<file path="src/rtl/seq_mult_pkg.sv">
// Shared definitions for the sequential multiplier family.
//   state_e      : controller states (IDLE / RUN / FINISH)
//   MAX_W        : widest vector the helpers operate on
//   cond_negate  : two's-complement negate when neg is set
//   magnitude    : absolute value of a width-bit operand (raw bits when unsigned)
package seq_mult_pkg;

    typedef enum logic [1:0] {
        IDLE,
        RUN,
        FINISH
    } state_e;

    localparam int unsigned MAX_W = 256;

    function automatic logic [MAX_W-1:0] cond_negate(input logic [MAX_W-1:0] val,
                                                     input logic             neg);
        return neg ? (~val + 1'b1) : val;
    endfunction

    // val must be zero-extended from width bits; the low width bits of the
    // result hold the magnitude, including 2^(width-1) for the most negative value.
    function automatic logic [MAX_W-1:0] magnitude(input logic [MAX_W-1:0] val,
                                                   input logic             is_signed,
                                                   input int unsigned      width);
        return cond_negate(val, is_signed && val[width-1]);
    endfunction

endpackage

</file>
<file path="src/rtl/seq_mult_pw_core.sv">
// shift_add_core: accumulator / shift / count datapath of the shift-add multiplier.
//   clk, rst          : clock, synchronous active-high reset
//   load_i            : load operand magnitudes, clear accumulator, count = WIDTH
//   step_i            : perform one shift-add iteration
//   mcand_i, mplr_i   : operand magnitudes (WIDTH bits)
//   acc_o             : 2*WIDTH accumulator
//   count_last_o      : the current step is the final one of the full loop
//   mplr_next_zero_o  : multiplier is zero after the current step's shift
module shift_add_core
    import seq_mult_pkg::*;
#(
    parameter int unsigned WIDTH = 8
) (
    input  logic               clk,
    input  logic               rst,
    input  logic               load_i,
    input  logic               step_i,
    input  logic [WIDTH-1:0]   mcand_i,
    input  logic [WIDTH-1:0]   mplr_i,
    output logic [2*WIDTH-1:0] acc_o,
    output logic               count_last_o,
    output logic               mplr_next_zero_o
);
    localparam int unsigned CW = $clog2(WIDTH + 1);

    logic [2*WIDTH-1:0] acc_q, acc_d;
    logic [2*WIDTH-1:0] mcand_q, mcand_d;  // multiplicand pre-shifted by iteration index
    logic [WIDTH-1:0]   mplr_q, mplr_d;
    logic [CW-1:0]      count_q, count_d;

    always_comb begin
        acc_d   = acc_q;
        mcand_d = mcand_q;
        mplr_d  = mplr_q;
        count_d = count_q;
        if (load_i) begin
            acc_d   = '0;
            mcand_d = {{WIDTH{1'b0}}, mcand_i};
            mplr_d  = mplr_i;
            count_d = CW'(WIDTH);
        end else if (step_i) begin
            if (mplr_q[0]) begin
                acc_d = acc_q + mcand_q;
            end
            mcand_d = mcand_q << 1;
            mplr_d  = mplr_q >> 1;
            count_d = count_q - CW'(1);
        end
    end

    always_ff @(posedge clk) begin
        if (rst) begin
            acc_q   <= '0;
            mcand_q <= '0;
            mplr_q  <= '0;
            count_q <= '0;
        end else begin
            acc_q   <= acc_d;
            mcand_q <= mcand_d;
            mplr_q  <= mplr_d;
            count_q <= count_d;
        end
    end

    assign acc_o            = acc_q;
    assign count_last_o     = (count_q == CW'(1));
    assign mplr_next_zero_o = (mplr_q[WIDTH-1:1] == '0);

endmodule

</file>
<file path="src/rtl/seq_mult_pw.sv">
// seq_mult_pw: handshaked WIDTH x WIDTH -> 2*WIDTH shift-add multiplier.
//   clk, rst      : clock, synchronous active-high reset
//   start         : request, accepted when start && ready
//   signed_mode   : 1 = two's-complement operands (sampled with start)
//   multiplicand  : operand A (sampled with start)
//   multiplier    : operand B (sampled with start)
//   ready / busy  : idle / working
//   result        : product, held until the next done
//   done          : one-cycle pulse when a new result is valid
// WIDTH must be in 2..64; EARLY_EXIT stops once the remaining multiplier bits are zero.
module seq_mult_pw
    import seq_mult_pkg::*;
#(
    parameter int unsigned WIDTH      = 8,
    parameter bit          EARLY_EXIT = 1'b0
) (
    input  logic               clk,
    input  logic               rst,
    input  logic               start,
    input  logic               signed_mode,
    input  logic [WIDTH-1:0]   multiplicand,
    input  logic [WIDTH-1:0]   multiplier,
    output logic               ready,
    output logic               busy,
    output logic [2*WIDTH-1:0] result,
    output logic               done
);
    state_e             state_q, state_d;
    logic               neg_q, neg_d;
    logic [2*WIDTH-1:0] result_q, result_d;
    logic               done_q, done_d;

    logic               load, step;
    logic [MAX_W-1:0]   mcand_ext, mplr_ext, res_ext;
    logic [WIDTH-1:0]   mcand_mag, mplr_mag;
    logic [2*WIDTH-1:0] acc;
    logic               count_last, mplr_next_zero;
    logic               unused_hi;

    shift_add_core #(
        .WIDTH(WIDTH)
    ) u_core (
        .clk              (clk),
        .rst              (rst),
        .load_i           (load),
        .step_i           (step),
        .mcand_i          (mcand_mag),
        .mplr_i           (mplr_mag),
        .acc_o            (acc),
        .count_last_o     (count_last),
        .mplr_next_zero_o (mplr_next_zero)
    );

    always_comb begin
        mcand_ext = magnitude(MAX_W'(multiplicand), signed_mode, WIDTH);
        mplr_ext  = magnitude(MAX_W'(multiplier), signed_mode, WIDTH);
        res_ext   = cond_negate(MAX_W'(acc), neg_q);
        mcand_mag = mcand_ext[WIDTH-1:0];
        mplr_mag  = mplr_ext[WIDTH-1:0];
        unused_hi = ^{mcand_ext[MAX_W-1:WIDTH], mplr_ext[MAX_W-1:WIDTH],
                      res_ext[MAX_W-1:2*WIDTH]};

        state_d  = state_q;
        neg_d    = neg_q;
        result_d = result_q;
        done_d   = 1'b0;
        load     = 1'b0;
        step     = 1'b0;

        unique case (state_q)
            IDLE: begin
                if (start) begin
                    load    = 1'b1;
                    neg_d   = signed_mode & (multiplicand[WIDTH-1] ^ multiplier[WIDTH-1]);
                    state_d = (EARLY_EXIT && (mplr_mag == '0)) ? FINISH : RUN;
                end
            end
            RUN: begin
                step = 1'b1;
                if (count_last || (EARLY_EXIT && mplr_next_zero)) begin
                    state_d = FINISH;
                end
            end
            FINISH: begin
                result_d = res_ext[2*WIDTH-1:0];
                done_d   = 1'b1;
                state_d  = IDLE;
            end
            default: state_d = IDLE;
        endcase
    end

    always_ff @(posedge clk) begin
        if (rst) begin
            state_q  <= IDLE;
            neg_q    <= 1'b0;
            result_q <= '0;
            done_q   <= 1'b0;
        end else begin
            state_q  <= state_d;
            neg_q    <= neg_d;
            result_q <= result_d;
            done_q   <= done_d;
        end
    end

    assign ready  = (state_q == IDLE);
    assign busy   = ~ready;
    assign result = result_q;
    assign done   = done_q;

endmodule
</file>
<file path="config.mk">
export PLATFORM = sky130hd
export DESIGN_NAME = seq_mult_pw
export DESIGN_NICKNAME = d
export VERILOG_FILES = /design/src/rtl/seq_mult_pkg.sv /design/src/rtl/seq_mult_pw_core.sv /design/src/rtl/seq_mult_pw.sv
export SDC_FILE = /design/constraint.sdc
export NUM_CORES = 1
export LEC_CHECK = 0
export CORE_UTILIZATION = 57
export CTS_CLUSTER_DIAMETER = 120
export CTS_CLUSTER_SIZE = 16
export DETAILED_ROUTE_END_ITERATION = 10
export PLACE_DENSITY = 0.92
export SETUP_SLACK_MARGIN = 0.05
export SLEW_MARGIN = 20
export SYNTH_ARGS = -nofsm -noshare
export SYNTH_HDL_FRONTEND = slang
export SYNTH_SLANG_ARGS = --single-unit
export TNS_END_PERCENT = 30
</file>
<file path="constraint.sdc">
create_clock -name clk -period 2.7 [get_ports clk]
set_input_delay 0.54 -clock clk [delete_from_list [all_inputs] [get_ports clk]]
set_output_delay 0.54 -clock clk [all_outputs]
set_load 0.1 [all_outputs]
</file>
==> impl_summary.log <==
INFO  metric critPathCaptureType = flip-flop
INFO  metric synth-adder-area-share = 0.0736
INFO  metric cts_root_buffer = clkbuf_8
INFO  metric grt_first_pass_wirelength = 13700 µm
INFO  metric synth_compound_gate_area_share = 0.217
INFO  metric post-dp-hpwl = between 6000 and 7000 µm
INFO  metric syn_to_final_growth = 18.1%
INFO  metric fmaxAchievable = 0.420 GHz
INFO  metric place_ws = around 0.34 ns
INFO  metric num_antenna_cells = 0
INFO  metric worst_setup_path_startpoint = u_core.acc_o[0]
INFO  metric clk_latency = 0.34 ns
INFO  metric cts.path.max_buffers = 2
INFO  metric power.density = 519 mW/mm²
INFO  metric drt-pass1-iter-count = 4
INFO  metric period_minus_slack = about 2.4 ns
INFO  metric grt_max_degree = 38
INFO  metric maxCapViolations = 0
INFO  metric core.rowCount = 28
INFO  metric setup.worst_path.end = u_core.acc_o[14]
INFO  metric critical_path_required = a little under 3 ns
INFO  metric die-width = 82.3 µm
INFO  metric synth_mux_area_frac = 0.00818
INFO  metric proportion_of_netlist_area_held_by_the_largest_area_contributor = 0.349
INFO  metric synth_area = roughly 0.0037 mm²
INFO  metric yosys.area_share.simple = 0.236
INFO  metric synth_top_family_by_area = simple AND/OR/NAND/NOR gates
INFO  metric timing.final.ws_setup = approximately 0.32 ns
INFO  metric run_status = finished, final reports clean
INFO  metric final_period_utilization = 0.882
INFO  metric synth_seq_cells = 64
INFO  metric hold_viol_final = 0
INFO  metric crit_path_launch_type = flip-flop
INFO  metric clkTransAtPathRegs = ~0.070 ns
INFO  metric hold_class = reg2reg
INFO  metric timing.rr.start = u_core.acc_o[0]
INFO  metric placed_cells = ~580
INFO  metric timing.critical_path.fanout_max = 6
INFO  metric synth_seq_area_share = 0.349
INFO  metric synth.largest_area_cell = dfxtp_1
INFO  metric nNetsFinal = approximately 560
INFO  metric setup-violations-final = 0
INFO  metric clock_sinks = 64
INFO  metric total_die_area = slightly below 0.007 mm²
INFO  metric post-route-util = 0.716
INFO  metric global_route.usage.total = 0.266
INFO  metric drc = 0
INFO  metric fin_tns_setup = 0 ns
INFO  metric routabilityCongestion = between 0.9 and 1
INFO  metric grt_setup_unrepaired = false
INFO  metric criticalPathCategory = reg2reg
INFO  metric timing.hold.worst.start = result[12]
INFO  metric synthesis.nets = between 500 and 600
INFO  metric skew = around 0.0042 ns
INFO  metric layout_cell_share_with_drive_strength_beyond_1 = 0.102
INFO  metric dominantRegCellSynth = dfxtp_1
INFO  metric overflow = 0
INFO  metric dpl_cell_area = between 0.004 and 0.005 mm²
INFO  metric htree_levels = 3
INFO  metric async_flop_share = 0
INFO  metric yosysUniqueCellTypes = between 40 and 50
INFO  metric total_power = 2.25 mW
INFO  metric grt_pass1_vias = between 3000 and 4000
INFO  metric reg2reg_slack = between 0.3 and 0.4 ns
INFO  metric worstRegToRegCells = 8
INFO  metric placeableCoreArea = 0.00606 mm²
INFO  metric syn_area_cell = roughly 7.7 µm²
INFO  metric max_slew.worst_pin.slew = 0.700 ns
INFO  metric floorplan.die.height = slightly above 80 µm
INFO  metric avgViaCountPerCell = a little under 6
INFO  metric avgRoutedWirePerCell = approximately 14 µm
INFO  metric io_pins = 39
INFO  metric yosys_warnings = 0
INFO  metric synth_xor_xnor_area_share = 0.0787
INFO  metric drt_first_iter_violations = 260
INFO  metric vdd_ir_drop_max = 0.518 mV
INFO  metric non_filler_instance_count_after_layout = between 500 and 600
INFO  metric finish.instance_area = between 0.004 and 0.005 mm²
INFO  metric cts_setup_buffers = 0
INFO  metric worstPathArrival = between 2 and 3 ns
INFO  metric post_cts_hold_buffer_count = 0
INFO  metric tritoncts = built
INFO  metric detailroute.via_count = roughly 3500
INFO  metric timing.hold.ws = approximately 0.45 ns
INFO  metric tritoncts.num_buffers = 9
INFO  metric final-max-slew-violation-count = 0
INFO  metric place.port_buffers = 38
INFO  metric worst_case_headroom_to_the_max_slew_limit = 0.533
INFO  metric antenna_found_initial = 0
INFO  metric p_leak = 1.69 nW
INFO  metric synth_enable_flop_cells = 0
INFO  metric postCtsResizedCells = 0
INFO  metric synth_top_cells_by_area = dfxtp_1 (35%), nand2_1 (9.5%), a21oi_1 (7.5%), ha_1 (6.8%), xnor2_1 (4.1%)
INFO  metric r2r-end = u_core.acc_o[14]
INFO  metric synthesis.instances = 479
INFO  metric effective_utilization_at_floorplan = 0.606
INFO  metric finalWirelength = 8470 µm
INFO  metric postRouteAntennaNets = 0
==> cell usage after synthesis (2+ instances only) <==
cell and n:
and3_1 9, dfxtp_1 64, xnor2_1 17, clkbuf_1 22
xor2_1 16, nand3_1 10, o31ai_1 2, a21oi_1 55
ha_1 20, buf_1 2, nand3b_1 5, o211ai_1 3
a311oi_1 12, or3_1 2, inv_1 12, nor4_1 5
mux2i_1 3, and2_1 3, o41ai_1 2, a21o_1 2
a221oi_1 2, nor2_1 38, nor2b_1 3, o21a_1 4
nor3_1 11, nand2_1 93, o21ai_0 25, a211oi_1 12
nand2b_1 6, a31oi_1 3, nand4_1 2
==> layer usage <==
metal / GRT usage / vias to the layer above / routed length, µm
met4: 0.0895 / 0 / 89
met3: 0.0637 / 11 / 432
met1: 0.318 / 1621 / 3730
met2: 0.463 / 110 / 4210
li1: - / 1770 / -
met5: 0 / - / 0
==> report_power, final <==
group          internal [mW]  switching [mW]  leakage, nW
Combinational          0.116           0.185         1.07
Clock                  0.548           0.392        0.105
Sequential             0.977          0.0321        0.520
==> worst max-delay path: stages (launching register included) <==
cell      delay (ns)
dfxtp_1         0.36
ha_1            0.25
fa_1            0.40
a21o_1          0.21
a221oi_1        0.35
o211ai_1        0.21
a31oi_1         0.23
mux2i_1         0.20
nand2_1         0.06
==> cell type report <==
cell class,instances,area (µm²)
multi-input cells,379,2260
clock buffers,10,138
repair buffers,51,430
inverters,12,45.0
fillers,487,1720
flip-flops and latches,64,1280
well taps,75,93.8
clock inverters,6,91.3
==> how the worst min path moves through the flow <==
stage / end / slack [ns] / depth (start not counted)
floorplan: u_core.mcand_q[15] / 0.45 / 2
global placement: result[8] / 0.44 / 2
detailed placement: result[7] / 0.45 / 2
CTS: result[12] / 0.46 / 2
global route: result[12] / 0.47 / 2
finish: result[12] / 0.45 / 2
==> cell families after synthesis <==
family,count (synthesis)
AOI/OAI and AO/OA,129
DFF,64
xor gates and xnor gates,33
muxes,3
and+or+nand+nor,193
adders and majority gates,21
buffers and inverters,36
==> state kept, by name (all words and copies together), names as in the netlist <==
name,flops
neg_q,1
result,16
u_core.count_q,4
u_core.mcand_q,16
state_q,2
u_core.mplr_q,8
done,1
u_core.acc_o,16
==> placed cells by master, fill, tap and decap left out, types with 11 or more instances in the layout <==
cell | netlist | routed
buf_4 | 0 | 32
inv_1 | 12 | 12
xor2_1 | 16 | 16
nand2_1 | 93 | 93
o21ai_0 | 25 | 25
ha_1 | 20 | 20
a311oi_1 | 12 | 12
a21oi_1 | 55 | 55
dfxtp_1 | 64 | 64
a211oi_1 | 12 | 12
clkdlybuf4s50_1 | 0 | 19
nor3_1 | 11 | 11
xnor2_1 | 17 | 17
nor2_1 | 38 | 37
(Power assumes the default switching activity.)
